**src/rtl/bit_serializer.sv**
```systemverilog
// bit_serializer: parallel-to-serial front end for the serial sequence
// detector. Accepts a WIDTH-bit word over valid/ready and shifts it out one
// bit per clock on x, with gapless back-to-back streaming.
module bit_serializer #(
  parameter int WIDTH      = 8,
  parameter bit MSB_FIRST  = 1'b1,
  parameter bit IDLE_LEVEL = 1'b0
) (
  input  logic             clk,
  input  logic             rst,
  input  logic [WIDTH-1:0] data_in,
  input  logic             data_valid,
  output logic             data_ready,
  output logic             x,
  output logic             x_valid,
  output logic             last_bit,
  output logic             busy
);

  localparam int CW      = $clog2(WIDTH);
  localparam int OUT_POS = MSB_FIRST ? WIDTH - 1 : 0;

  typedef enum logic {IDLE, SHIFT} state_t;

  state_t           state, state_nxt;
  logic [WIDTH-1:0] sr, sr_nxt;
  logic [CW-1:0]    cnt, cnt_nxt;
  logic             on_last;
  logic             accept;

  // Ready is open when idle or while the final bit of the word is on x,
  // which is what lets the next word follow with no gap.
  assign on_last    = (state == SHIFT) && (cnt == '0);
  assign data_ready = !rst && ((state == IDLE) || on_last);
  assign accept     = data_valid && data_ready;

  // Outputs come straight from registered state; nothing here looks at inputs.
  assign x        = (state == SHIFT) ? sr[OUT_POS] : IDLE_LEVEL;
  assign x_valid  = (state == SHIFT);
  assign busy     = (state == SHIFT);
  assign last_bit = on_last;

  // Next-state and datapath: load on accept, otherwise shift toward OUT_POS.
  always_comb begin
    state_nxt = state;
    sr_nxt    = sr;
    cnt_nxt   = cnt;
    case (state)
      IDLE: begin
        if (accept) begin
          state_nxt = SHIFT;
          sr_nxt    = data_in;
          cnt_nxt   = CW'(WIDTH - 1);
        end
      end
      SHIFT: begin
        if (cnt != '0) begin
          sr_nxt  = MSB_FIRST ? {sr[WIDTH-2:0], 1'b0} : {1'b0, sr[WIDTH-1:1]};
          cnt_nxt = cnt - CW'(1);
        end else if (accept) begin
          sr_nxt  = data_in;
          cnt_nxt = CW'(WIDTH - 1);
        end else begin
          state_nxt = IDLE;
          sr_nxt    = '0;
        end
      end
      default: begin
        state_nxt = IDLE;
        sr_nxt    = '0;
        cnt_nxt   = '0;
      end
    endcase
  end

  // State register; reset clears everything and drops any word in flight.
  always_ff @(posedge clk) begin
    if (rst) begin
      state <= IDLE;
      sr    <= '0;
      cnt   <= '0;
    end else begin
      state <= state_nxt;
      sr    <= sr_nxt;
      cnt   <= cnt_nxt;
    end
  end

endmodule

```
**config.mk**
```make
export PLATFORM = sky130hd
export DESIGN_NAME = bit_serializer
export DESIGN_NICKNAME = d
export VERILOG_FILES = /design/src/rtl/bit_serializer.sv
export SDC_FILE = /design/constraint.sdc
export NUM_CORES = 1
export LEC_CHECK = 0
export ABC_AREA = 1
export ABC_CLOCK_PERIOD_IN_PS = 3100
export BUFFER_PORTS_ARGS = -buffer_cell sky130_fd_sc_hd__buf_4
export CAP_MARGIN = 20
export CORE_MARGIN = 4
export CORE_UTILIZATION = 55
export CTS_CLUSTER_SIZE = 25
export DETAILED_ROUTE_END_ITERATION = 16
export GPL_TIMING_DRIVEN = 0
export PLACE_DENSITY_LB_ADDON = 0.15
export SLEW_MARGIN = 5
export SYNTH_ARGS = -nofsm -noshare
export SYNTH_HDL_FRONTEND = slang
export SYNTH_SLANG_ARGS = --single-unit
```
**constraint.sdc**
```tcl
create_clock -name clk -period 3.1 [get_ports clk]
set_input_delay 0.62 -clock clk [delete_from_list [all_inputs] [get_ports clk]]
set_output_delay 0.62 -clock clk [all_outputs]
set_load 0.02 [all_outputs]
```
==> reports/results.md, run 1 <==
| Item | Reported | Unit |
| --- | --- | --- |
| Non-filler instance count after layout | 128 | - |
| Clock transition at the registers of the reported paths | 0.08 | ns |
| Net switching component of the power | 137 | uW |
| First-pass DRT Iterations | 4 | - |
| Vias in the first global route | 608 | - |
| Transition time of the tightest slew-check pin | 0.188 | ns |
| Count of pins on the block boundary | 16 | - |
| Max H-tree Level | 1 | - |
| Part of the total power dissipated in the clock network | 22.9 | % |
| Vertical die dimension | 44.7 | microns |
| Starting Density | 62.3 | % |
| Buffer depth of the longest clock path | 2 | - |
| Launching instance or port of the critical path | cnt[0] | - |
| Proportion of synthesized chip area in sequential cells | 32.5 | % |
| Count of cells resized by post-cts repair | 0 | - |
| Period Utilization, post-route | 64.6 | % |
| Combinational Power Share | 32.9 | % |
| Min-Delay Path Class | flip-flop to flip-flop | - |
| Worst flop-to-flop path startpoint | cnt[0] | - |
| # clock sinks | 12 | - |
| Post-Syn Nets | 110 | - |
| Die width | 44.7 | microns |
| Number of antenna cells inserted | 0 | - |
| Worst Path Class, Setup | flip-flop to primary output | - |
| Clock root buffer | sky130_fd_sc_hd__clkbuf_4 | - |
| Setup TNS | 0 | ns |
| Setup repair after global routing missed its margin | false | - |
| Number of synthesized flops with an enable pin | 0 | - |
| Post-synthesis sequential element count | 12 | - |
| Clock latency on the worst-skew pair | 0.26 | ns |
| Worst EP required | 2.48 | ns |
| WP data arrival | 1.38 | ns |
| Shortest clock period the worst path allows after layout | 2.00 | ns |
| Worst relative slew slack | 87.4 | % |
| Post-detailed-route wirelength per cell | 12.7 | microns |
| Number of DRC markers in iteration 0 | 15 | - |
| Share of layout cells above drive strength 1 | 36.0 | % |
| Growth of design area from synthesis to finish | 19.6 | % |
| Number of nets in the finished design | 129 | - |
| Area of the mapped netlist | 739 | sq um |
| Pleak | 0.000436 | uW |
| Register share of total power | 44.2 | % |
| Hold_sp | sr[0] | - |
| Result of the run | finished clean | - |
| Area of the die | 1990 | sq um |
| DRC violation count after routing | 0 | - |
| Worst Clk Skew | 0.00828 | ns |
| Global Route Usage Sum | 17.4 | % |
| Post-detailed-placement half-perimeter wirelength | 1190 | microns |
| Final Total Pwr | 405 | uW |
| Cells after DPL | 125 | - |
| Post-synth top area share | 32.5 | % |
| Number of max-cap violations | 0 | - |
| Final max-slew violation count | 0 | - |
| Final Setup Violations | 0 | - |
| Count of endpoints failing hold in the final timing report | 0 | - |
| Count of buffers added by post-CTS timing repair for setup | 0 | - |
| Synthesized area divided by synthesized cell count | 7.62 | sq um |
| Ys async rst share | 0 | % |
| Maximum achievable frequency | 499 | MHz |
| Number of nets with antenna violations after detailed routing | 0 | - |
| Rows | 12 | - |
| Total clock buffers created by CTS | 3 | - |
| Post-detailed-routing wire length | 1630 | microns |
| PwrDens | 458 | nW/um^2 |
| Clock tree from TritonCTS | built | - |
| Internal portion of total power | 268 | uW |
| Initial antenna violation count | 0 | - |
| Distinct cell type count after synthesis | 18 | - |
| Wire length of the first global-routing pass | 2600 | microns |
| Count of synthesis-stage warnings from yosys | 0 | - |
| IR Drop Worst-Case VDD | 261 | uV |
| Hold bufs inserted after CTS | 0 | - |
| GR Overflow Total | 0 | - |
| Maximum number of pins on one net before global-route repair | 11 | - |
| Synth Instances | 97 | - |
| Cell type contributing the most total cell area after synthesis | sky130_fd_sc_hd__dfxtp_1 | - |
| Leading cell type by number of instances after synthesis | sky130_fd_sc_hd__inv_1 | - |
| Sw frac | 33.8 | % |
| Kind of capture point of the worst setup path | primary output | - |
| Vias per cell | 5.41 | - |
| Detailed-route via count | 692 | - |
| Leading post-synthesis cells by cell area | sky130_fd_sc_hd__dfxtp_1 32%, sky130_fd_sc_hd__a21oi_2 8.3%, sky130_fd_sc_hd__o21ai_2 8.3% | - |
| Core box area | 1190 | sq um |
| Maximum fanout along the worst path | 10 | - |
| Port Buffer Count | 14 | - |
| Final RePlAce weighted congestion | 0.696 | - |
| Dominant synthesized flop cell | sky130_fd_sc_hd__dfxtp_1 | - |
| Fill count | 102 | - |
| Commonest cells in the netlist | 16 x sky130_fd_sc_hd__inv_1, 15 x sky130_fd_sc_hd__nand2_1, 12 x sky130_fd_sc_hd__dfxtp_1 | - |
| Critical path startpoint category | flip-flop | - |
==> power groups by stage <==
stage / clock network [uW] / registers, uW / logic [uW]
after floorplan: 0 / 182 / 95.0
after global placement: 0 / 182 / 129
after detailed placement: 0 / 183 / 131
after CTS: 96.0 / 179 / 132
after global routing: 107 / 181 / 147
final: 92.9 / 179 / 133
==> flip-flops by register name, indices dropped and copies added, names as in the netlist <==
register and cells:
sr 8, busy 1, cnt 3
==> cell families (layout without fill, tap and decap cells) <==
logic type | count (synthesis) | count (layout) | synth area share [%]
buf+inv | 25 | 42 | 17.4
fa+ha+maj | 2 | 2 | 3.38
compound gates | 22 | 22 | 23.9
simple gates | 36 | 36 | 22.8
flops | 12 | 12 | 32.5
==> worst max-delay path, cell delays in order, from the launching register on <==
cell                      delay [ns]
sky130_fd_sc_hd__dfxtp_1        0.30
sky130_fd_sc_hd__inv_1          0.10
sky130_fd_sc_hd__ha_1           0.16
sky130_fd_sc_hd__nand2_1        0.06
sky130_fd_sc_hd__buf_2          0.18
sky130_fd_sc_hd__a21oi_1        0.15
sky130_fd_sc_hd__buf_4          0.16
==> cells in the final DEF, fill, tap and decap left out <==
master and count:
sky130_fd_sc_hd__ha_1 2, sky130_fd_sc_hd__dfxtp_1 12, sky130_fd_sc_hd__buf_2 2, sky130_fd_sc_hd__inv_1 16
sky130_fd_sc_hd__o21ai_4 1, sky130_fd_sc_hd__clkbuf_4 3, sky130_fd_sc_hd__buf_6 3, sky130_fd_sc_hd__inv_2 1
sky130_fd_sc_hd__nand2_1 15, sky130_fd_sc_hd__nor2_1 2, sky130_fd_sc_hd__nand3_1 11, sky130_fd_sc_hd__a21oi_2 7
sky130_fd_sc_hd__o21ai_2 7, sky130_fd_sc_hd__o21ai_0 2, sky130_fd_sc_hd__nand4_1 8, sky130_fd_sc_hd__o211ai_1 1
sky130_fd_sc_hd__buf_4 16, sky130_fd_sc_hd__a21oi_1 4, sky130_fd_sc_hd__inv_4 1
==> per-layer routing <==
layer  routed length (microns)  global-route usage, %
met1                       751                   23.1
met2                       804                   28.1
met3                        65                   3.25
met4                        10                   5.42
met5                         0                      0
==> worst paths after layout <==
| path | endpoint | slack, ns | cells past startpoint |
|---|---|---|---|
| max | data_ready | 1.10 | 6 |
| min | sr[0] | 0.52 | 2 |
| max reg2reg | sr[5] | 1.78 | 7 |
| min reg2reg | sr[0] | 0.52 | 2 |
==> metrics by stage <==
stage	util, %	setup slack, ns	area (sq um)	hold slack [ns]
final	74.6	1.10	885	0.516
after global routing	74.6	1.00	885	0.543
after CTS	74.6	1.09	885	0.514
after detailed placement	72.7	1.40	862	0.503
after global placement	72.7	1.40	862	0.494
after floorplan	-	1.40	739	0.475
==> area by class of cell <==
type	count	area (sq um)	area share (%)
Clock buffer	3	22.5	2.55
Multi-Input combinational cell	60	370	41.9
Timing Repair Buffer	14	105	11.9
Tap cell	14	17.5	1.98
Sequential cell	12	240	27.2
Inverter	18	70.1	7.92
Buffer	7	58.8	6.65
Power figures use the tool's default switching activity.
==> run 2, diff against run 1 <==
--- a/config.mk
+++ b/config.mk
@@ -6,11 +6,11 @@
 export NUM_CORES = 1
 export LEC_CHECK = 0
 export ABC_AREA = 1
-export ABC_CLOCK_PERIOD_IN_PS = 3100
+export ABC_CLOCK_PERIOD_IN_PS = 2000
 export BUFFER_PORTS_ARGS = -buffer_cell sky130_fd_sc_hd__buf_4
 export CAP_MARGIN = 20
 export CORE_MARGIN = 4
-export CORE_UTILIZATION = 55
+export CORE_UTILIZATION = 51
 export CTS_CLUSTER_SIZE = 25
 export DETAILED_ROUTE_END_ITERATION = 16
 export GPL_TIMING_DRIVEN = 0
==> constraint.sdc (replaced) <==
create_clock -name clk -period 2 [get_ports clk]
set_input_delay 0.4 -clock clk [delete_from_list [all_inputs] [get_ports clk]]
set_output_delay 0.4 -clock clk [all_outputs]
set_load 0.02 [all_outputs]
==> run 2 against run 1 <==
Net effect: utilization is 7.1 points lower; non-clock buffer count stayed put; critical path depth stayed put.
==> reports/results.md, run 2 (synthesis results as in run 1) <==
| Item | Reported | Unit | Change |
| --- | --- | --- | --- |
| Instance area after placement | 863 | sq um | +0.15% |
| Number of max-cap violations | 0 | - | unchanged |
| IR Drop Worst-Case VDD | 405 | uV | +55% |
| Count of endpoints failing hold in the final timing report | 0 | - | unchanged |
| Final worst slack | 0.197 | ns | -0.899 ns |
| Max H-tree Level | 1 | - | unchanged |
| Kind of capture point of the worst setup path | primary output | - |  |
| Transition time of the tightest slew-check pin | 0.196 | ns | +0.00794 ns |
| Post-route standard cell area excluding fillers | 900 | sq um | +1.7% |
| Maximum number of pins on one net before global-route repair | 11 | - | unchanged |
| Critical path startpoint category | flip-flop | - |  |
| Post-detailed-route wirelength per cell | 11.9 | microns | -6.7% |
| Buffer depth of the longest clock path | 2 | - | unchanged |
| Count of buffers added by post-CTS timing repair for setup | 0 | - | unchanged |
| Vias per cell | 5.15 | - | -4.7% |
| Starting Density | 55.4 | % | -6.9 points |
| # clock sinks | 12 | - | unchanged |
| Worst Hold Endpoint | busy | - |  |
| Shortest clock period the worst path allows after layout | 1.80 | ns |  |
| Rows | 13 | - | +1 |
| Detailed-route via count | 670 | - | -3.2% |
| Maximum fanout along the worst path | 10 | - | unchanged |
| WP data arrival | 1.40 | ns | +0.02 ns |
| Setup repair after global routing missed its margin | false | - |  |
| Clock latency on the worst-skew pair | 0.27 | ns | about the same |
| Initial antenna violation count | 0 | - | unchanged |
| DP Worst Slack | 0.516 | ns | -0.882 ns |
| Register share of total power | 41.0 | % | -3.2 points |
| Hold bufs inserted after CTS | 0 | - | unchanged |
| Min-Delay Path Class | input pin to flip-flop | - |  |
| Part of the total power dissipated in the clock network | 28.7 | % | +5.8 points |
| Internal portion of total power | 457 | uW | +70% |
| Growth of design area from synthesis to finish | 21.7 | % |  |
| Max reg flops | 8 | - | unchanged |
| Worst Clk Skew | 0.00129 | ns | -0.00699 ns |
| Wire length of the first global-routing pass | 2590 | microns | -0.54% |
| Net switching component of the power | 219 | uW | +60% |
| Register-to-Register Setup Slack | 0.73 | ns | -1.05 ns |
| Clock tree from TritonCTS | built | - |  |
| Worst relative slew slack | 86.9 | % | -0.53 points |
| PwrDens | 751 | nW/um^2 | +64% |
| Number of nets in the finished design | 129 | - | unchanged |
| Cells after DPL | 126 | - | +0.80% |
| Maximum achievable frequency | 555 | MHz |  |
| Hold_sp | rst | - |  |
| Final RePlAce weighted congestion | 0.721 | - | +3.6% |
| Non-filler instance count after layout | 130 | - | +1.6% |
| Vertical die dimension | 46.1 | microns | +3.2% |
| First-pass DRT Iterations | 6 | - | +2 |
| Post-detailed-placement half-perimeter wirelength | 1060 | microns | -10% |
| Clock transition at the registers of the reported paths | 0.08 | ns | about the same |
| Port Buffer Count | 14 | - | unchanged |
| Die width | 46.1 | microns | +3.2% |
| Post-detailed-routing wire length | 1550 | microns | -5.2% |
| Core box area | 1330 | sq um | +12% |
| Share of layout cells above drive strength 1 | 36.5 | % | +0.56 points |
| Worst flop-to-flop path startpoint | cnt[0] | - |  |
| Period Utilization, post-route | 90.1 | % |  |
| Pleak | 0.000443 | uW | +1.6% |
| Final Setup Violations | 0 | - | unchanged |
| Count of cells resized by post-cts repair | 0 | - | unchanged |
| Worst flop-to-flop path endpoint | sr[3] | - |  |
| Core occupancy in the finished layout | 67.4 | % | -7.1 points |
| Final max-slew violation count | 0 | - | unchanged |
| Number of antenna cells inserted | 0 | - | unchanged |
| DRC violation count after routing | 0 | - | unchanged |
| Number of nets with antenna violations after detailed routing | 0 | - | unchanged |
| Clock root buffer | sky130_fd_sc_hd__clkbuf_4 | - |  |
| GR Overflow Total | 0 | - | unchanged |
| Combinational Power Share | 30.3 | % | -2.6 points |
| Most frequent cells in the layout | 16 x sky130_fd_sc_hd__inv_1, 16 x sky130_fd_sc_hd__buf_4, 15 x sky130_fd_sc_hd__nand2_1 | - |  |
| Number of DRC markers in iteration 0 | 19 | - | +4 |
| Global Route Usage Sum | 16.8 | % | -0.63 points |
| Vias in the first global route | 621 | - | +2.1% |
| Result of the run | finished clean | - |  |
| Count of pins on the block boundary | 16 | - | unchanged |
| Worst-case reg-to-reg path depth | 8 | - | +1 |
| Total clock buffers created by CTS | 3 | - | unchanged |
| Sw frac | 32.4 | % | -1.4 points |
| Count of cells along the worst hold path | 2 | - | unchanged |
| Most flop-heavy register | sr | - |  |
| Worst EP required | 1.60 | ns | -0.88 ns |
| Worst Path Class, Setup | flip-flop to primary output | - |  |
| Area of the die | 2120 | sq um | +6.4% |
| Setup TNS | 0 | ns | unchanged |
==> run 2: worst max-delay path, stage by stage (launching register included) <==
cell	delay, ns
sky130_fd_sc_hd__dfxtp_1	0.32
sky130_fd_sc_hd__inv_1	0.07
sky130_fd_sc_hd__ha_1	0.20
sky130_fd_sc_hd__nand2_1	0.08
sky130_fd_sc_hd__buf_2	0.21
sky130_fd_sc_hd__a21oi_1	0.09
sky130_fd_sc_hd__buf_4	0.16
==> run 2: power by group through the flow <==
stage / Sequential (uW) / Clock (uW) / Combinational, uW
after global routing: 281 / 212 / 226
after global placement: 282 / 0 / 199
final: 277 / 194 / 205
after detailed placement: 283 / 0 / 201
after CTS: 277 / 199 / 206
after floorplan: 282 / 0 / 147
==> run 2: worst max-delay path by stage <==
stage               startpoint  slack [ns]  depth (start not counted)         end
finish                  cnt[0]        0.20                          6  data_ready
global route            cnt[0]        0.10                          6  data_ready
CTS                     cnt[0]        0.19                          6  data_ready
detailed placement      cnt[0]        0.52                          6  data_ready
global placement        cnt[0]        0.52                          6  data_ready
floorplan               cnt[0]        0.52                          5  data_ready
==> run 2: layout make-up <==
cell class,count,area (sq um)
fill,128,434
multi-input combinational,60,370
sequential,12,240
timing repair buffer,14,105
inverter,18,70.1
buffer,7,58.8
clock buffer,4,36.3
tap,15,18.8
==> run 2: metrics by stage <==
stage / power, uW / hold WS, ns
after floorplan: 429 / 0.469
after global placement: 481 / 0.501
after detailed placement: 484 / 0.518
after CTS: 682 / 0.335
after global routing: 719 / 0.343
final: 676 / 0.344
==> run 2: layer usage <==
layer	global-route usage, %	share of wire, %	wire (microns)
met2	24.7	47	719
met3	3.52	3.4	53
met5	0	0	0
met4	9.09	1.9	29
met1	22.5	48	744
